<file path="src/rtl/seq_det_sched_if.sv">
// Control/status bundle between a pass requester and the "1100" scan engine.
// The requester drives start/abort/data_in; the engine returns status and detector taps.
interface seq_det_sched_if #(
    parameter int W = 16
) ();
    logic         start;
    logic         abort;
    logic [W-1:0] data_in;
    logic         busy;
    logic         done;
    logic [7:0]   match_count;
    logic         bit_out;
    logic         z;

    modport master (
        output start, abort, data_in,
        input  busy, done, match_count, bit_out, z
    );

    modport slave (
        input  start, abort, data_in,
        output busy, done, match_count, bit_out, z
    );
endinterface

</file>
<file path="src/rtl/seq_det_sched.sv">
// Serialises a W-bit word MSB first through an overlapping "1100" Moore detector and counts hits.
// done pulses W+1 edges after start is accepted; start is ignored while busy, abort cancels a pass.
module seq_det_sched #(
    parameter int W = 16
) (
    input  logic           clk,
    input  logic           reset,
    seq_det_sched_if.slave bus
);
    localparam int            CW       = $clog2(W);
    localparam logic [CW-1:0] LAST_BIT = CW'(W - 1);

    typedef enum logic [1:0] {IDLE, SHIFT, FLUSH, DONE} ctrl_e;
    typedef enum logic [2:0] {S0, S1, S2, S3, S4} det_e;

    ctrl_e         state_q, state_d;
    det_e          det_q, det_d;
    logic [W-1:0]  shreg_q, shreg_d;
    logic [CW-1:0] cnt_q, cnt_d;
    logic [7:0]    count_q, count_d;
    logic          in_pass;

    function automatic det_e det_step(input det_e s, input logic b);
        det_e n;
        case (s)
            S0:      n = b ? S1 : S0;
            S1:      n = b ? S2 : S0;
            S2:      n = b ? S2 : S3;
            S3:      n = b ? S1 : S4;
            S4:      n = b ? S1 : S0;
            default: n = S0;
        endcase
        return n;
    endfunction

    assign in_pass = (state_q == SHIFT) || (state_q == FLUSH);

    always_ff @(posedge clk) begin
        if (reset) begin
            state_q <= IDLE;
            det_q   <= S0;
            shreg_q <= '0;
            cnt_q   <= '0;
            count_q <= '0;
        end else begin
            state_q <= state_d;
            det_q   <= det_d;
            shreg_q <= shreg_d;
            cnt_q   <= cnt_d;
            count_q <= count_d;
        end
    end

    always_comb begin
        state_d = state_q;
        det_d   = det_q;
        shreg_d = shreg_q;
        cnt_d   = cnt_q;
        count_d = count_q;

        // The S4 state is counted one edge after it is entered, so the last bit's hit lands in FLUSH.
        if (in_pass && det_q == S4 && count_q != 8'hFF) begin
            count_d = count_q + 8'd1;
        end

        unique case (state_q)
            IDLE, DONE: begin
                det_d = S0;
                if (bus.start) begin
                    state_d = SHIFT;
                    shreg_d = bus.data_in;
                    cnt_d   = '0;
                    count_d = '0;
                end else begin
                    state_d = IDLE;
                end
            end
            SHIFT: begin
                det_d   = det_step(det_q, shreg_q[W-1]);
                shreg_d = {shreg_q[W-2:0], 1'b0};
                cnt_d   = cnt_q + CW'(1);
                if (cnt_q == LAST_BIT) begin
                    state_d = FLUSH;
                end
            end
            FLUSH: begin
                state_d = DONE;
                det_d   = S0;
            end
        endcase

        if (in_pass && bus.abort) begin
            state_d = IDLE;
            det_d   = S0;
            shreg_d = '0;
            cnt_d   = '0;
            count_d = '0;
        end
    end

    assign bus.busy        = in_pass;
    assign bus.done        = (state_q == DONE);
    assign bus.match_count = count_q;
    assign bus.bit_out     = (state_q == SHIFT) & shreg_q[W-1];
    assign bus.z           = (det_q == S4);
endmodule

</file>
<file path="src/flat_wrapper.sv">
// flat-port wrapper written by rule: the top's interface ports become plain ports
module seq_det_sched_flat 
#(
    parameter int W = 16
)
  (clk, reset, bus_start, bus_abort, bus_data_in, bus_busy, bus_done, bus_match_count, bus_bit_out, bus_z);
  seq_det_sched_if #(.W(W)) bus_i ();
  input  logic clk;
  input  logic reset;
  input wire logic [$bits(bus_i.start)-1:0] bus_start;
  input wire logic [$bits(bus_i.abort)-1:0] bus_abort;
  input wire logic [$bits(bus_i.data_in)-1:0] bus_data_in;
  output wire logic [$bits(bus_i.busy)-1:0] bus_busy;
  output wire logic [$bits(bus_i.done)-1:0] bus_done;
  output wire logic [$bits(bus_i.match_count)-1:0] bus_match_count;
  output wire logic [$bits(bus_i.bit_out)-1:0] bus_bit_out;
  output wire logic [$bits(bus_i.z)-1:0] bus_z;
  assign bus_i.start = bus_start;
  assign bus_i.abort = bus_abort;
  assign bus_i.data_in = bus_data_in;
  assign bus_busy = bus_i.busy;
  assign bus_done = bus_i.done;
  assign bus_match_count = bus_i.match_count;
  assign bus_bit_out = bus_i.bit_out;
  assign bus_z = bus_i.z;
  seq_det_sched #(.W(W)) u_core (.clk(clk), .reset(reset), .bus(bus_i));
endmodule
</file>
<file path="config.mk">
export PLATFORM = sky130hd
export DESIGN_NAME = seq_det_sched_flat
export DESIGN_NICKNAME = d
export VERILOG_FILES = /design/src/rtl/seq_det_sched_if.sv /design/src/rtl/seq_det_sched.sv /design/src/flat_wrapper.sv
export SDC_FILE = /design/constraint.sdc
export NUM_CORES = 1
export LEC_CHECK = 0
export CAP_MARGIN = 20
export CORE_ASPECT_RATIO = 1.2
export CORE_MARGIN = 3
export CORE_UTILIZATION = 45
export CTS_BUF_LIST = sky130_fd_sc_hd__clkbuf_2 sky130_fd_sc_hd__clkbuf_4 sky130_fd_sc_hd__clkbuf_8
export DETAILED_ROUTE_END_ITERATION = 10
export PLACE_DENSITY = 0.76
export SETUP_SLACK_MARGIN = 0.4
export SLEW_MARGIN = 15
export SYNTH_ARGS = -nofsm -noshare
export SYNTH_HDL_FRONTEND = slang
export SYNTH_SLANG_ARGS = --single-unit
</file>
<file path="constraint.sdc">
create_clock -name clk -period 2.3 [get_ports clk]
set_input_delay 0.345 -clock clk [delete_from_list [all_inputs] [get_ports clk]]
set_output_delay 0.345 -clock clk [all_outputs]
set_load 0.01 [all_outputs]
</file>
==> impl_metrics.toml, run 1 <==
[floorplanning]
core_area_um2 = 3400
start_util_pct = 47.6
num_io_pins = 32
fp.dieH_um = 71.7
fp-row-count = 23
die_w_um = 60.7
dieArea_um2 = 4350

[global_routing]
overflow = 0
groute.usage.overall_pct = 18.2
grt_pass1_wl_mm = 6.01
antenna_found_initial = 0
grt_max_degree = 23
grt_pass1_vias = 1381

[synthesis]
yosysSeqAreaShare_pct = 40.8
synth_area_um2 = 1620
synth_common_cells = "33 x dfxtp_1, 30 x nor2_1, 20 x mux2i_1, 16 x a211oi_1, 9 x nand2_1"
synth_edf_count = 0
yosys.area.top_type_share_pct = 40.8
synthArstFlopShare_pct = 0
syn_inst = 181
synth_top_area_cell = "dfxtp_1"
ys_seq_elements = 33
synthFlopType = "dfxtp_1"
syn_nets = 207
avgSynthCellArea_um2 = 8.94
synth_area_leaders = "dfxtp_1 41%, mux2i_1 12%, a211oi_1 7.4%"
synth_most_common_cell = "dfxtp_1"
yosys_warnings = 0
synth_cell_types = 33

[timing]
period_minus_slack_ps = 1810
worst_slew_pin_slew_ps = 350
final_max_slew_viol_count = 0
skew_ps = 1.67
rsz0062_at_grt = "no"
hold_viol_final = 0
setup-violations-final = 0
min_period_over_period_pct = 78.6
slew-limit-headroom_pct = 76.4
max_freq_mhz = 553
final.setup.tns_ps = 0

[clock_tree]
cts_sinks = 33
clk_latency_ps = 280
cts_max_path_buffers = 2
cts_tree = "yes"
numCtsBuffers = 5
htreeDepth = 2
clk_pin_slew_worst_paths_ps = 70
cts-root-buf = "clkbuf_8"

[setup_path]
path_buf_inv = 2
worst_setup_path_end_kind = "flop"
path_cells = "inv_2 > ha_4 > buf_4 > a21o_1 > or4_4 > nor4_4"
cpLargestDelayFamily = "simple AND/OR/NAND/NOR gates"
slowest_delay_ps = 450
r2r_slack_ps = 490
crit_required_ps = 2490
worst_setup_path_start_kind = "flop"
critPathKind = "reg2reg"
cp_slowest_cell = "or4_4"
timing.critical_path.fanout_max = 12
worstPathArrival_ps = 2000

[layout]
area_growth_pct = 29.6
final_core_util_pct = 61.8
fillers = 303
final_layout_size_suffix_gt1_share_pct = 12.0
nets = 242
diodes = 0

[place]
io_buffers = 31
gp_congestion = 0.813
dp_hpwl_mm = 2.68

[route]
drtIter0Drc = 91
drt-wirelength-per-cell_um = 13.9
vias = 1433
viasPerCell = 5.64
remaining_drc_errors = 0
firstDrtPassIters = 4
drt_wl_total_mm = 3.54
antenna_left = 0

[hold_path]
hold_path_class = "reg2reg"

[job]
maxCapViolCount = 0

[pwr]
ir_worst_vdd_mv = 0.760
power.density_nw_per_um2 = 1070
leakage_nw = 0.796

[outcome]
status = "complete, no violations"
[routing by layer]
metal  routed length (um)  GRT usage [%]
met5                    0              0
met4                   65           7.47
met3                  155           6.13
met2                 1890           31.2
met1                 1430           20.1
[cell type report]
class                   instances  area [um2]  share of cell area (%)
multi-input cells             133         912                    43.5
flip-flops and latches         33         666                    31.7
repair buffers                 38         368                    17.5
clock buffers                   5        68.8                    3.28
well taps                      37        46.3                    2.21
inverters                       5        18.8                   0.895
clock inverters                 3        17.5                   0.835
[stage by stage]
step	setup WS [ps]	hold WS (ps)	area, um2	std cells	power [mW]
2_1_floorplan	468	419	1620	181	1.53
3_3_place_gp	424	434	1970	245	1.71
3_5_place_dp	340	463	1970	245	1.76
4_1_cts	406	476	2080	254	2.24
5_1_grt	401	496	2100	254	2.44
6_report	492	484	2100	254	2.25
[power breakdown]
group / switching [mW] / total [mW] / internal, mW / leakage, nW
logic: 0.582 / 1.04 / 0.457 / 0.481
registers: 0.0846 / 0.784 / 0.700 / 0.271
clock network: 0.214 / 0.423 / 0.208 / 0.0439
total: 0.881 / 2.25 / 1.37 / 0.796
[cell families after synthesis]
| family | count (synthesis) | synth area share [%] |
|---|---|---|
| adder cells (fa/ha/maj) | 6 | 4.64 |
| XOR/XNOR | 4 | 2.17 |
| AND/OR/NAND/NOR | 67 | 20.6 |
| AO/OA/AOI/OAI | 36 | 15.2 |
| multiplexers | 20 | 12.4 |
| flip-flops | 33 | 40.8 |
| buffers and inverters | 15 | 4.25 |
[flip-flops by register name (all words and copies together), names as in the netlist]
name,cells
u_core.shreg_q,16
u_core.bus.match_count,8
u_core.cnt_q,4
u_core.det_q,3
u_core.state_q,2
[what timing repair did]
action                     in CTS  in global routing
resized for setup               6                  6
pin swaps                       1                  0
setup endpoints to repair      22                 18
hold buffers                    0                  0
buffers inserted                1                  0
[final timing paths]
kind	startpoint	to	depth (start not counted)
hold / removal	u_core.det_q[2]	u_core.det_q[1]	1
setup reg to reg	u_core.state_q[1]	u_core.det_q[2]	6
setup / recovery	u_core.state_q[1]	u_core.det_q[2]	6
hold reg to reg	u_core.det_q[2]	u_core.det_q[1]	1
[cells in the final DEF (no fill, tap or decap), types with 3 or more instances in the layout]
cell type and count:
dfxtp_1 31, ha_1 4, a21oi_1 8, clkbuf_8 5
inv_1 3, nand4_1 4, and2_1 4, o21ai_0 4
nor2_1 30, nand3_1 5, nand2b_1 4, buf_4 6
nor3_1 4, clkdlybuf4s50_1 29, mux2i_1 20, nand2_1 9
a211oi_1 16, xor2_1 4
(Power assumes the default switching activity.)
==> run 2, diff against run 1 <==
clock period = 1.7 ns   (was 2.3 ns; I/O delays follow)
==> impl_metrics.toml, run 2 (synthesis gave the netlist of run 1 again) <==
[timing]
min_period_over_period_pct = 97.0
worst_slew_pin_slew_ps = 326
max_freq_mhz = 607
rsz0062_at_grt = "yes"
fin_ws_ps = 51.3
slew-limit-headroom_pct = 78.2
hold_viol_final = 0
setup-violations-final = 0
final_max_slew_viol_count = 0
skew_ps = 6.99
final.setup.tns_ps = 0
period_minus_slack_ps = 1650

[layout]
fillers = 252
largest_reg_flops = 16
diodes = 0
top_register = "u_core.shreg_q"
area_growth_pct = 45.8
final_common_cell = "nor2_1"
final_layout_size_suffix_gt1_share_pct = 26.5
nets = 255
stdcell_count = 267
final_cell_mix = "29 x nor2_1, 26 x dfxtp_1, 19 x mux2i_1, 19 x clkdlybuf4s50_1, 15 x a211oi_1"

[clock_tree]
numCtsBuffers = 5
htreeDepth = 2
clk_pin_slew_worst_paths_ps = 70
cts_sinks = 33
cts_tree = "yes"
clk_latency_ps = 290
cts-root-buf = "clkbuf_8"
cts_max_path_buffers = 2

[floorplanning]
die_w_um = 60.7
start_util_pct = 47.6
fp-row-count = 23
fp.dieH_um = 71.7
dieArea_um2 = 4350
num_io_pins = 32
core_area_um2 = 3400

[route]
viasPerCell = 5.71
drt_wl_total_mm = 4.19
remaining_drc_errors = 0
firstDrtPassIters = 4
vias = 1524
antenna_left = 0
drtIter0Drc = 131
drt-wirelength-per-cell_um = 15.7

[global_routing]
met2_usage_pct = 29.7
antenna_found_initial = 0
grt_busiest_layer = "met2"
use_met3_pct = 3.96
overflow = 0
grt_pass1_vias = 1373
groute.usage.overall_pct = 17.5
grt_pass1_wl_mm = 5.77
grt_max_degree = 32
use_met1_pct = 19.1

[setup_path]
worst_setup_path_start_kind = "flop"
timing.critical_path.fanout_max = 5
worstPathArrival_ps = 1870
crit_required_ps = 1920
critPathKind = "reg2reg"
worst_setup_path_end_kind = "flop"

[outcome]
status = "complete, no violations"

[place]
dp_hpwl_mm = 2.46
io_buffers = 31
place_ws_ps = 28.9
gp_congestion = 0.857
place_inst = 244

[pwr]
ir_worst_vdd_mv = 0.881
p_int_mw = 2.25
power.density_nw_per_um2 = 1560
clockPowerShare_pct = 15.8
pwr-share-comb_pct = 55.1
leakage_nw = 0.925
swShare_pct = 38.9
seqPwrFrac_pct = 29.1
switchingPower_mw = 1.43

[job]
maxCapViolCount = 0

[hold_path]
hold_path_class = "reg2reg"
## run 2: changes by cell type in the layout (fill, tap and decap cells not counted), moves of 4 or more
cell	previous run	this run
dlygate4sd2_1	1	8
clkdlybuf4s50_1	29	19
dfxtp_2	1	5
dfxtp_1	31	26
buf_4	6	11
buf_6	1	6
## run 2: what timing repair did
| action | in CTS | in global routing |
|---|---|---|
| cloned | 0 | 3 |
| resized for setup | 37 | 22 |
| endpoints found under the setup margin | 43 | 36 |
| endpoints found under the hold margin | 0 | 0 |
| hold buffers | 0 | 0 |
| pin swaps | 10 | 5 |
| buffers inserted | 9 | 3 |
## run 2: layout make-up
cell class / instances / area [um2] / area share [%]
repair buffers: 51 / 522 / 22.1
flip-flops and latches: 33 / 674 / 28.6
clock buffers: 6 / 76.3 / 3.24
inverters: 5 / 21.3 / 0.902
multi-input cells: 133 / 1010 / 42.8
well taps: 37 / 46.3 / 1.96
clock inverters: 2 / 10.0 / 0.424
## run 2: path summary, 6_finish.rpt
check                         start              end  slack, ps  cells past startpoint
setup / recovery  u_core.state_q[1]  u_core.det_q[1]         50                      6
hold / removal      u_core.cnt_q[1]  u_core.cnt_q[1]        490                      2
setup reg to reg  u_core.state_q[1]  u_core.det_q[1]         50                      6
hold reg to reg     u_core.cnt_q[1]  u_core.cnt_q[1]        490                      2
## run 2: worst max-delay path, cell delays in order (launching register included)
cell and delay, ps:
dfxtp_4 370, inv_4 40, ha_4 250, a21o_1 210, or4_4 460, buf_4 160, nor3_2 90
## run 2: power by group through the flow
stage	sequential, mW	clock [mW]	combinational [mW]
floorplan	1.04	0	1.15
detailed placement	1.07	0	1.39
global placement	1.05	0	1.35
finish	1.07	0.582	2.03
global route	1.08	0.640	2.18
CTS	1.05	0.596	1.61
## run 2: per-layer routing
metal	vias to the layer above	share of wire, %
li1	744	-
met5	-	0
met2	47	56
met1	717	37
met3	16	3.9
met4	0	3.5
## run 2: metrics by stage
| stage | hold slack, ps | util [%] | power, mW | instance area [um2] |
|---|---|---|---|---|
| after floorplan | 419 | - | 2.19 | 1660 |
| after global placement | 450 | 58.7 | 2.40 | 1990 |
| after detailed placement | 466 | 58.7 | 2.47 | 1990 |
| after CTS | 480 | 64.6 | 3.26 | 2190 |
| after global routing | 500 | 69.5 | 3.90 | 2360 |
| final | 490 | 69.5 | 3.68 | 2360 |
